==> src/rtl/ball_str_render.sv <==
// Ball tracker on the VGA pixel stream: moves once per frame, bounces off top/bottom,
// reports left/right misses, and re-emits the stream one cycle late with a ball flag.
module ball_str_render #(
  parameter int H_ACTIVE     = 640,
  parameter int V_ACTIVE     = 480,
  parameter int BALL_SIZE    = 8,
  parameter int SPEED        = 2,
  parameter int SERVE_FRAMES = 60
) (
  input  logic        px_clk,
  input  logic        rst_n,
  input  logic        enable,
  input  logic [22:0] strVGA_in,
  output logic [22:0] strVGA_out,
  output logic        ball_px,
  output logic        miss_left,
  output logic        miss_right
);

  localparam logic [9:0]  BX_CTR     = 10'((H_ACTIVE - BALL_SIZE) / 2);
  localparam logic [9:0]  BY_CTR     = 10'((V_ACTIVE - BALL_SIZE) / 2);
  localparam logic [9:0]  BY_LIM     = 10'(V_ACTIVE - BALL_SIZE);
  localparam logic [10:0] BX_LIM11   = 11'(H_ACTIVE - BALL_SIZE);
  localparam logic [10:0] BY_LIM11   = 11'(V_ACTIVE - BALL_SIZE);
  localparam logic [9:0]  SPD        = 10'(SPEED);
  localparam logic [10:0] SPD11      = 11'(SPEED);
  localparam logic [10:0] BSZ11      = 11'(BALL_SIZE);
  localparam logic [7:0]  SERVE_INIT = 8'(SERVE_FRAMES);

  typedef enum logic {ST_SERVE = 1'b0, ST_PLAY = 1'b1} state_t;

  state_t      r_state;
  logic [9:0]  r_bx;
  logic [9:0]  r_by;
  logic        r_dx_left;
  logic        r_dy_up;
  logic [7:0]  r_serve_cnt;

  logic [10:0] w_x;
  logic [10:0] w_y;
  logic        w_av;
  logic        w_tick;
  logic        w_in_ball;
  logic        w_miss_l;
  logic        w_miss_r;
  logic        w_top;
  logic        w_bot;

  // 11-bit compares keep bx+BALL_SIZE and bx+SPEED from wrapping near the right edge
  assign w_x       = {1'b0, strVGA_in[9:0]};
  assign w_y       = {1'b0, strVGA_in[19:10]};
  assign w_av      = strVGA_in[22];
  assign w_tick    = enable && (strVGA_in[19:10] == 10'(V_ACTIVE)) && (strVGA_in[9:0] == 10'd0);
  assign w_in_ball = w_av
                     && (w_x >= {1'b0, r_bx}) && (w_x < ({1'b0, r_bx} + BSZ11))
                     && (w_y >= {1'b0, r_by}) && (w_y < ({1'b0, r_by} + BSZ11));
  assign w_miss_l  = r_dx_left && (r_bx <= SPD);
  assign w_miss_r  = !r_dx_left && (({1'b0, r_bx} + SPD11) >= BX_LIM11);
  assign w_top     = r_dy_up && (r_by <= SPD);
  assign w_bot     = !r_dy_up && (({1'b0, r_by} + SPD11) >= BY_LIM11);

  always_ff @(posedge px_clk or negedge rst_n) begin
    if (!rst_n) begin
      strVGA_out  <= '0;
      ball_px     <= 1'b0;
      miss_left   <= 1'b0;
      miss_right  <= 1'b0;
      r_state     <= ST_SERVE;
      r_serve_cnt <= SERVE_INIT;
      r_bx        <= BX_CTR;
      r_by        <= BY_CTR;
      r_dx_left   <= 1'b0;
      r_dy_up     <= 1'b0;
    end else begin
      // Stream stage: one-cycle pass-through plus pixel-aligned ball flag
      strVGA_out <= strVGA_in;
      ball_px    <= w_in_ball;
      miss_left  <= 1'b0;
      miss_right <= 1'b0;
      if (w_tick) begin
        case (r_state)
          ST_SERVE: begin
            if (r_serve_cnt == 8'd0) r_state <= ST_PLAY;
            else                     r_serve_cnt <= r_serve_cnt - 8'd1;
          end
          ST_PLAY: begin
            if (w_miss_l || w_miss_r) begin
              // A miss wins over any vertical bounce on the same tick; dy is kept
              miss_left   <= w_miss_l;
              miss_right  <= w_miss_r;
              r_bx        <= BX_CTR;
              r_by        <= BY_CTR;
              r_dx_left   <= w_miss_r;
              r_serve_cnt <= SERVE_INIT;
              r_state     <= ST_SERVE;
            end else begin
              r_bx <= r_dx_left ? (r_bx - SPD) : (r_bx + SPD);
              if (w_top) begin
                r_by    <= 10'd0;
                r_dy_up <= 1'b0;
              end else if (w_bot) begin
                r_by    <= BY_LIM;
                r_dy_up <= 1'b1;
              end else begin
                r_by <= r_dy_up ? (r_by - SPD) : (r_by + SPD);
              end
            end
          end
          default: r_state <= ST_SERVE;
        endcase
      end
    end
  end

endmodule

==> config.mk <==
export PLATFORM = sky130hd
export DESIGN_NAME = ball_str_render
export DESIGN_NICKNAME = d
export VERILOG_FILES = /design/src/rtl/ball_str_render.sv
export SDC_FILE = /design/constraint.sdc
export NUM_CORES = 1
export LEC_CHECK = 0
export CORE_ASPECT_RATIO = 1.75
export CORE_MARGIN = 1.5
export CORE_UTILIZATION = 35
export CTS_CLUSTER_SIZE = 28
export DETAILED_ROUTE_END_ITERATION = 10
export RECOVER_POWER = 100
export SETUP_SLACK_MARGIN = 0.5
export SLEW_MARGIN = 5
export SYNTH_ARGS = -nofsm -noshare
export SYNTH_HDL_FRONTEND = slang
export SYNTH_SLANG_ARGS = --single-unit
==> constraint.sdc <==
create_clock -name px_clk -period 5.15 [get_ports px_clk]
set_clock_uncertainty 0.2 [all_clocks]
set_input_delay 1.03 -clock px_clk [delete_from_list [all_inputs] [get_ports px_clk]]
set_output_delay 1.03 -clock px_clk [all_outputs]
set_load 0.02 [all_outputs]
==> results of run 1 <==
[synth_stat cells (all sizes together), types with 6 or more instances]
master | number | area, µm²
o22a | 7 | 62.56
inv | 25 | 93.84
o21ai | 31 | 155.1
o21a | 9 | 67.56
nand3 | 20 | 100.1
dfrtp | 41 | 1026
dfstp | 14 | 367.9
nor3 | 13 | 70.07
nor4 | 9 | 56.30
nand4 | 7 | 43.79
clkbuf | 11 | 41.29
xnor2 | 17 | 148.9
nand2 | 26 | 105.1
or3 | 6 | 37.54
nor2 | 26 | 97.59
a21oi | 24 | 135.1
buf | 9 | 56.30
a31oi | 12 | 75.07
ha | 45 | 563.0
a21o | 6 | 45.04
[worst max path at each step]
stage,from,cells after the start,end,slack (ps)
2_1_floorplan,strVGA_in[11],8,ball_px$_DFF_PN0_,2330
3_3_place_gp,strVGA_in[3],7,r_by[9]$_DFFE_PN0P_,1410
3_5_place_dp,strVGA_in[3],7,r_by[9]$_DFFE_PN0P_,1340
4_1_cts,strVGA_in[3],7,r_by[9]$_DFFE_PN0P_,1650
5_1_grt,strVGA_in[11],9,r_by[5]$_DFFE_PN1P_,770
6_report,strVGA_in[3],9,r_by[5]$_DFFE_PN1P_,1050
[state kept, by name, summed over array words and instances (netlist names)]
register     cells
strVGA_out      23
miss_right       1
r_dy_up          1
ball_px          1
r_serve_cnt      8
miss_left        1
r_by             9
r_bx             9
r_dx_left        1
r_state          1
[cell type report]
cell class / count / area, µm² / share of cell area
multi-input combinational: 323 / 2296 / 0.4947
sequential: 55 / 1394 / 0.3004
timing repair buffer: 53 / 513.0 / 0.1105
tap: 130 / 162.7 / 0.03505
clock buffer: 6 / 138.9 / 0.02993
inverter: 26 / 97.59 / 0.02103
clock inverter: 2 / 38.79 / 0.008358
[cells by family after synthesis]
family                     count (synthesis)
AOI/OAI and AO/OA                        122
xor gates and xnor gates                  17
adders and majority gates                 45
buffers and inverters                     46
DFF                                       55
muxes                                      4
and+or+nand+nor                          135
[stage by stage]
stage	hold slack [ps]	area, µm²
final	347.5	4641
after floorplan	301.1	3908
after CTS	349.0	4671
after global placement	328.0	4493
after global routing	360.5	4641
after detailed placement	338.2	4493
[power groups by stage]
| stage | logic (mW) | registers (mW) | clock network, mW |
|---|---|---|---|
| finish | 0.0836 | 0.443 | 0.411 |
| global route | 0.0930 | 0.444 | 0.436 |
| CTS | 0.0933 | 0.444 | 0.423 |
| detailed placement | 0.0929 | 0.452 | 0 |
| global placement | 0.0914 | 0.452 | 0 |
| floorplan | 0.0188 | 0.464 | 0 |
[layer usage]
layer | track usage | vias to the layer above | share of wire
li1 | - | 1649 | -
met1 | 0.1756 | 1663 | 0.38
met2 | 0.3427 | 98 | 0.55
met3 | 0.02139 | 21 | 0.034
met4 | 0.1009 | 0 | 0.036
met5 | 0 | - | 0
[critical path: stages]
cell and delay [ps]:
dlygate4sd3_1 590, nor4_1 460, nand2_1 180, nor3_1 500
nand2_1 100, clkbuf_1 420, or3_1 490, a211oi_1 210
a211o_1 130
==> metrics.txt, run 1 <==
clk_lat worst skew 300 ps; Hold EP r_bx[2]$_DFFE_PN1P_; r2r worst-path depth 8; switching part of the total power 0.2286; Die H 142.8 µm; DRC 0; most common cell after layout, fill and taps aside dlygate4sd3_1; cells after synthesis 424; Internal 0.7236 mW; first drt pass iteration count 4; WL/cell 16.85 µm; violations in the final reports capacitance limit, slew limit; full die area 11830 µm²; Leakage Power 1.917 nW; CTS Hold Bufs 0; CTS sink count 55; Hold Path Origin r_bx[2]$_DFFE_PN1P_; Final Slew Violations 56; Post-Place Setup Slack 1337 ps; post-CTS setup buffer count 0; final wirelength 10.03 mm; Cell Area, Synth 3907 µm²; FILL cells 1056; clock root cell clkbuf_16; Setup crit start kind input port; Worst-Margin Slew 3011 ps; period utilization 0.7952; placed cells 587; Final Core Density 0.4313; mux cell area share after synthesis 0.01057; RSZ-0062 raised after global routing false; first-pass GRT wire length 16.65 mm; largest family of logic cells by synthesized area compound AO/OA/AOI/OAI gates; RePlAce Congestion 0.8745; final worst setup slack 1055 ps; core area 10760 µm²; # IOs 52; reg-to-reg endpoint r_serve_cnt[5]$_DFFE_PN1P_; CTS Buf Count 5; Worst Path Required 5190 ps; Port Buffers 51; pwr dens 202.1 nW/µm²; CP Capture Type flip-flop; starting density of the core 0.3631; DR vias 3431; Fmax 0.2442 GHz; sequential power share 0.472; worst-case clock buffer depth 2; Post-synth EDFFs 0; max-cap viol count 1; Async SR Flop Fraction 1.000; syn nets 495; simple-gate portion of the synthesized area 0.1860; Layout Cells excl Fill 595; Power Total 0.9381 mW; CP arrival 4140 ps; Inserted Diodes 0; post-cts sizing count 0; H-tree Lvls 2; Die X 82.87 µm; vias in the first global route 3422; synth unique cells 67; xor/xnor share of the synthesized area 0.03810; #FFs+latches synth 55; Post-synth top flop dfrtp_1; Clk pwr share 0.439; layout cell share with drive strength beyond 1 0.07312; synth warn 0; CTS tree yes; Fin. Hold Viols 0; sequential share of the synthesized area 0.3567; Critical R2R Launch r_bx[4]$_DFFE_PN1P_; Overflow after GRT 0; combinational share of power 0.089; TNS Setup 0 ps; HPWL after DPL 7.709 mm; antenna-violating nets left 0; Hold Crit Class reg -> reg; nets@finish 535; R2R Setup Slk 1680 ps; Starting DRT DRC Count 212; largest net degree at the start of global routing 56; number of antenna violations at the first check in global routing 0; # setup viols final 0; post-synthesis adder-cell area fraction 0.1441; relative slew slack -1.007; Avg Synthesized Cell Area 9.216 µm²; clock transition at the registers of the reported paths 70 ps; worst-path fanout max 22; status finished, violations left; hold depth 2; VDD IR max 0.1758 mV; commonest cells after routing, fill and taps aside 49 x dlygate4sd3_1, 45 x ha_1, 41 x dfrtp_1, 30 x o21ai_0, 26 x nor2_1; kind of critical path in -> reg; Layout area overhead 18.76%; Net Sw Power 0.2145 mW; # rows 50; Vias/cell 5.766; post-synthesis compound-gate area fraction 0.2145; final worst path period need 4095 ps; GRT Total Usage 0.1754
No activity file was read; power rests on OpenSTA's default activity.
==> run 2, diff against run 1 <==
Clock period 5.15 ns to 3.8 ns, I/O delays scaled along.
==> run 2 against run 1 <==
Compared with the run above:
- the run now ends clean
- non-clock buffer count up 7
- critical path type is now reg -> reg
- sequential share of layout area down 0.10 points
- worst setup slack worse by 490 ps
==> metrics.txt, run 2 (same netlist as run 1, synthesis figures left out) <==
status complete, no violations (was finished, violations left); Setup crit start kind flip-flop (was input port); full die area 11830 µm² (unchanged); starting density of the core 0.3631 (unchanged); VDD IR max 0.2116 mV (was 0.1758 mV); GRT Total Usage 0.1744 (was 0.1754); Fmax 0.3092 GHz; met2 wire len 5.446 mm (was 5.549 mm); max reg flops 23 (unchanged); M1 WL 3.932 mm (was 3.775 mm); biggest regs strVGA_out (23), r_bx (9), r_by (9) (unchanged); number of antenna violations at the first check in global routing 0 (unchanged); pwr dens 252.2 nW/µm² (was 202.1 nW/µm²); Worst-Margin Slew 1035 ps (was 3011 ps); nets@finish 542 (was 535); relative slew slack 0.3097 (was -1.007); CTS sink count 55 (unchanged); max-cap viol count 0 (was 1); DR vias 3392 (was 3431); Final Slew Violations 0 (was 56); final worst path period need 3234 ps; final wirelength 9.961 mm (was 10.03 mm); Biggest register strVGA_out (unchanged); first-pass GRT wire length 16.70 mm (was 16.65 mm); Die H 142.8 µm (unchanged); core area 10760 µm² (unchanged); placed cells 591 (was 587); FILL cells 1081 (was 1056); Overflow after GRT 0 (unchanged); most common cell after layout, fill and taps aside dlygate4sd3_1 (unchanged); largest net degree at the start of global routing 39 (was 56); Hold Crit Class reg -> reg (unchanged); period utilization 0.8510; Die X 82.87 µm (unchanged); H-tree Lvls 2 (unchanged); kind of critical path reg -> reg (was in -> reg); CTS tree yes (unchanged); Starting DRT DRC Count 226 (was 212); clock transition at the registers of the reported paths 70 ps (about the same); Met3 Wirelength 216 µm (was 344 µm); worst-path fanout max 7 (was 22); RePlAce Congestion 0.8964 (was 0.8745); first drt pass iteration count 4 (unchanged); Slowest-stage cell, CP dfstp_2 (was dlygate4sd3_1); Fin. Hold Viols 0 (unchanged); TNS Setup 0 ps (unchanged); clk_lat worst skew 300 ps (about the same); Vias/cell 5.635 (was 5.766); Leakage Power 1.936 nW (was 1.917 nW); Worst Path Required 3770 ps (was 5190 ps); worst stage delay on the critical path 580 ps (was 590 ps); max layer used met4 (unchanged); worst-case clock buffer depth 2 (unchanged); WL/cell 16.55 µm (was 16.85 µm); # rows 50 (unchanged); HPWL after DPL 7.681 mm (was 7.709 mm); Final Core Density 0.4328 (was 0.4313); # setup viols final 0 (unchanged); vias in the first global route 3400 (was 3422); CP cell instances ha_1, or4bb_1, o311ai_0, a2111oi_2, o22ai_1, a21oi_1, buf_4, a21oi_2, o21ai_0 (was dlygate4sd3_1, nor4_1, nand2_1, nor3_1, nand2_1, clkbuf_1, or3_1, a211oi_1, a211o_1); worst hold margin 339.3 ps (was 347.5 ps); CTS Buf Count 5 (unchanged); Layout area overhead 19.18% (was 18.76%); CP Capture Type flip-flop (unchanged); # IOs 52 (unchanged); CP arrival 3210 ps (was 4140 ps); clock root cell clkbuf_16 (unchanged); DRC 0 (unchanged); Port Buffers 51 (unchanged); antenna-violating nets left 0 (unchanged); Layout Cells excl Fill 602 (was 595); Power Total 1.174 mW (was 0.9381 mW); layout cell share with drive strength beyond 1 0.08686 (was 0.07312); Inserted Diodes 0 (unchanged); commonest cells after routing, fill and taps aside 49 x dlygate4sd3_1, 45 x ha_1, 41 x dfrtp_1, 29 x o21ai_0, 26 x nor2_1 (was 49 x dlygate4sd3_1, 45 x ha_1, 41 x dfrtp_1, 30 x o21ai_0, 26 x nor2_1); RSZ-0062 raised after global routing false (unchanged)
run 2: cell count changes in the layout (fill, tap and decap cells not counted), sizes merged:
cell and delta:
inv -1, clkbuf +1, bufinv -1, clkinv +1
buf +7
run 2: critical path, delay by kind of cell, from the launching register on:
kind,cells,cell delay (ps)
adder cells (fa/ha/maj),1,310
AO/OA/AOI/OAI,6,1260
flip-flops,1,580
buffers and inverters,1,240
AND/OR/NAND/NOR,1,500
run 2: power breakdown:
group	total, mW	leakage, nW	internal (mW)	switching [mW]
Sequential	0.601	0.639	0.598	0.00251
Clock	0.461	0.0679	0.245	0.216
Combinational	0.113	1.23	0.0502	0.0625
run 2: worst paths after layout:
kind                                     startpoint                          to  slack (ps)  cells after the start
worst max-delay path            r_bx[2]$_DFFE_PN1P_  r_serve_cnt[0]$_DFFE_PN0P_         570                      9
worst min-delay path            r_bx[2]$_DFFE_PN1P_         r_bx[2]$_DFFE_PN1P_         340                      2
worst max register to register  r_bx[2]$_DFFE_PN1P_  r_serve_cnt[0]$_DFFE_PN0P_         570                      9
worst min register to register  r_bx[2]$_DFFE_PN1P_         r_bx[2]$_DFFE_PN1P_         340                      2
max in group asynchronous                     rst_n        miss_right$_DFF_PN0_        1510                      2
min in group asynchronous                     rst_n    strVGA_out[12]$_DFF_PN0_         360                      1
run 2: what timing repair did:
item,in CTS,in global routing
setup buffers,0,3
gates resized for setup,0,1
setup endpoints to repair,0,8
hold buffers,0,0
run 2: cell type report:
| cell class | instances | area [µm²] | area share |
|---|---|---|---|
| Tap cell | 130 | 162.7 | 0.03493 |
| Clock inverter | 1 | 5.005 | 0.001075 |
| Inverter | 26 | 97.59 | 0.02096 |
| Clock buffer | 7 | 132.6 | 0.02848 |
| Multi-Input combinational cell | 323 | 2296 | 0.4930 |
| Timing Repair Buffer | 60 | 569.3 | 0.1222 |
| Sequential cell | 55 | 1394 | 0.2993 |
run 2: stage by stage:
stage               worst slack (ps)  area [µm²]
finish                         566.0        4657
global route                   318.5        4657
CTS                            604.2        4661
detailed placement             303.2        4523
global placement               278.9        4523
floorplan                       1031        3908
run 2: routing by layer:
metal | vias up | global-route usage
li1 | 1653 | -
met1 | 1653 | 0.1843
met2 | 63 | 0.3350
met3 | 23 | 0.02370
met4 | 0 | 0.08509
met5 | - | 0
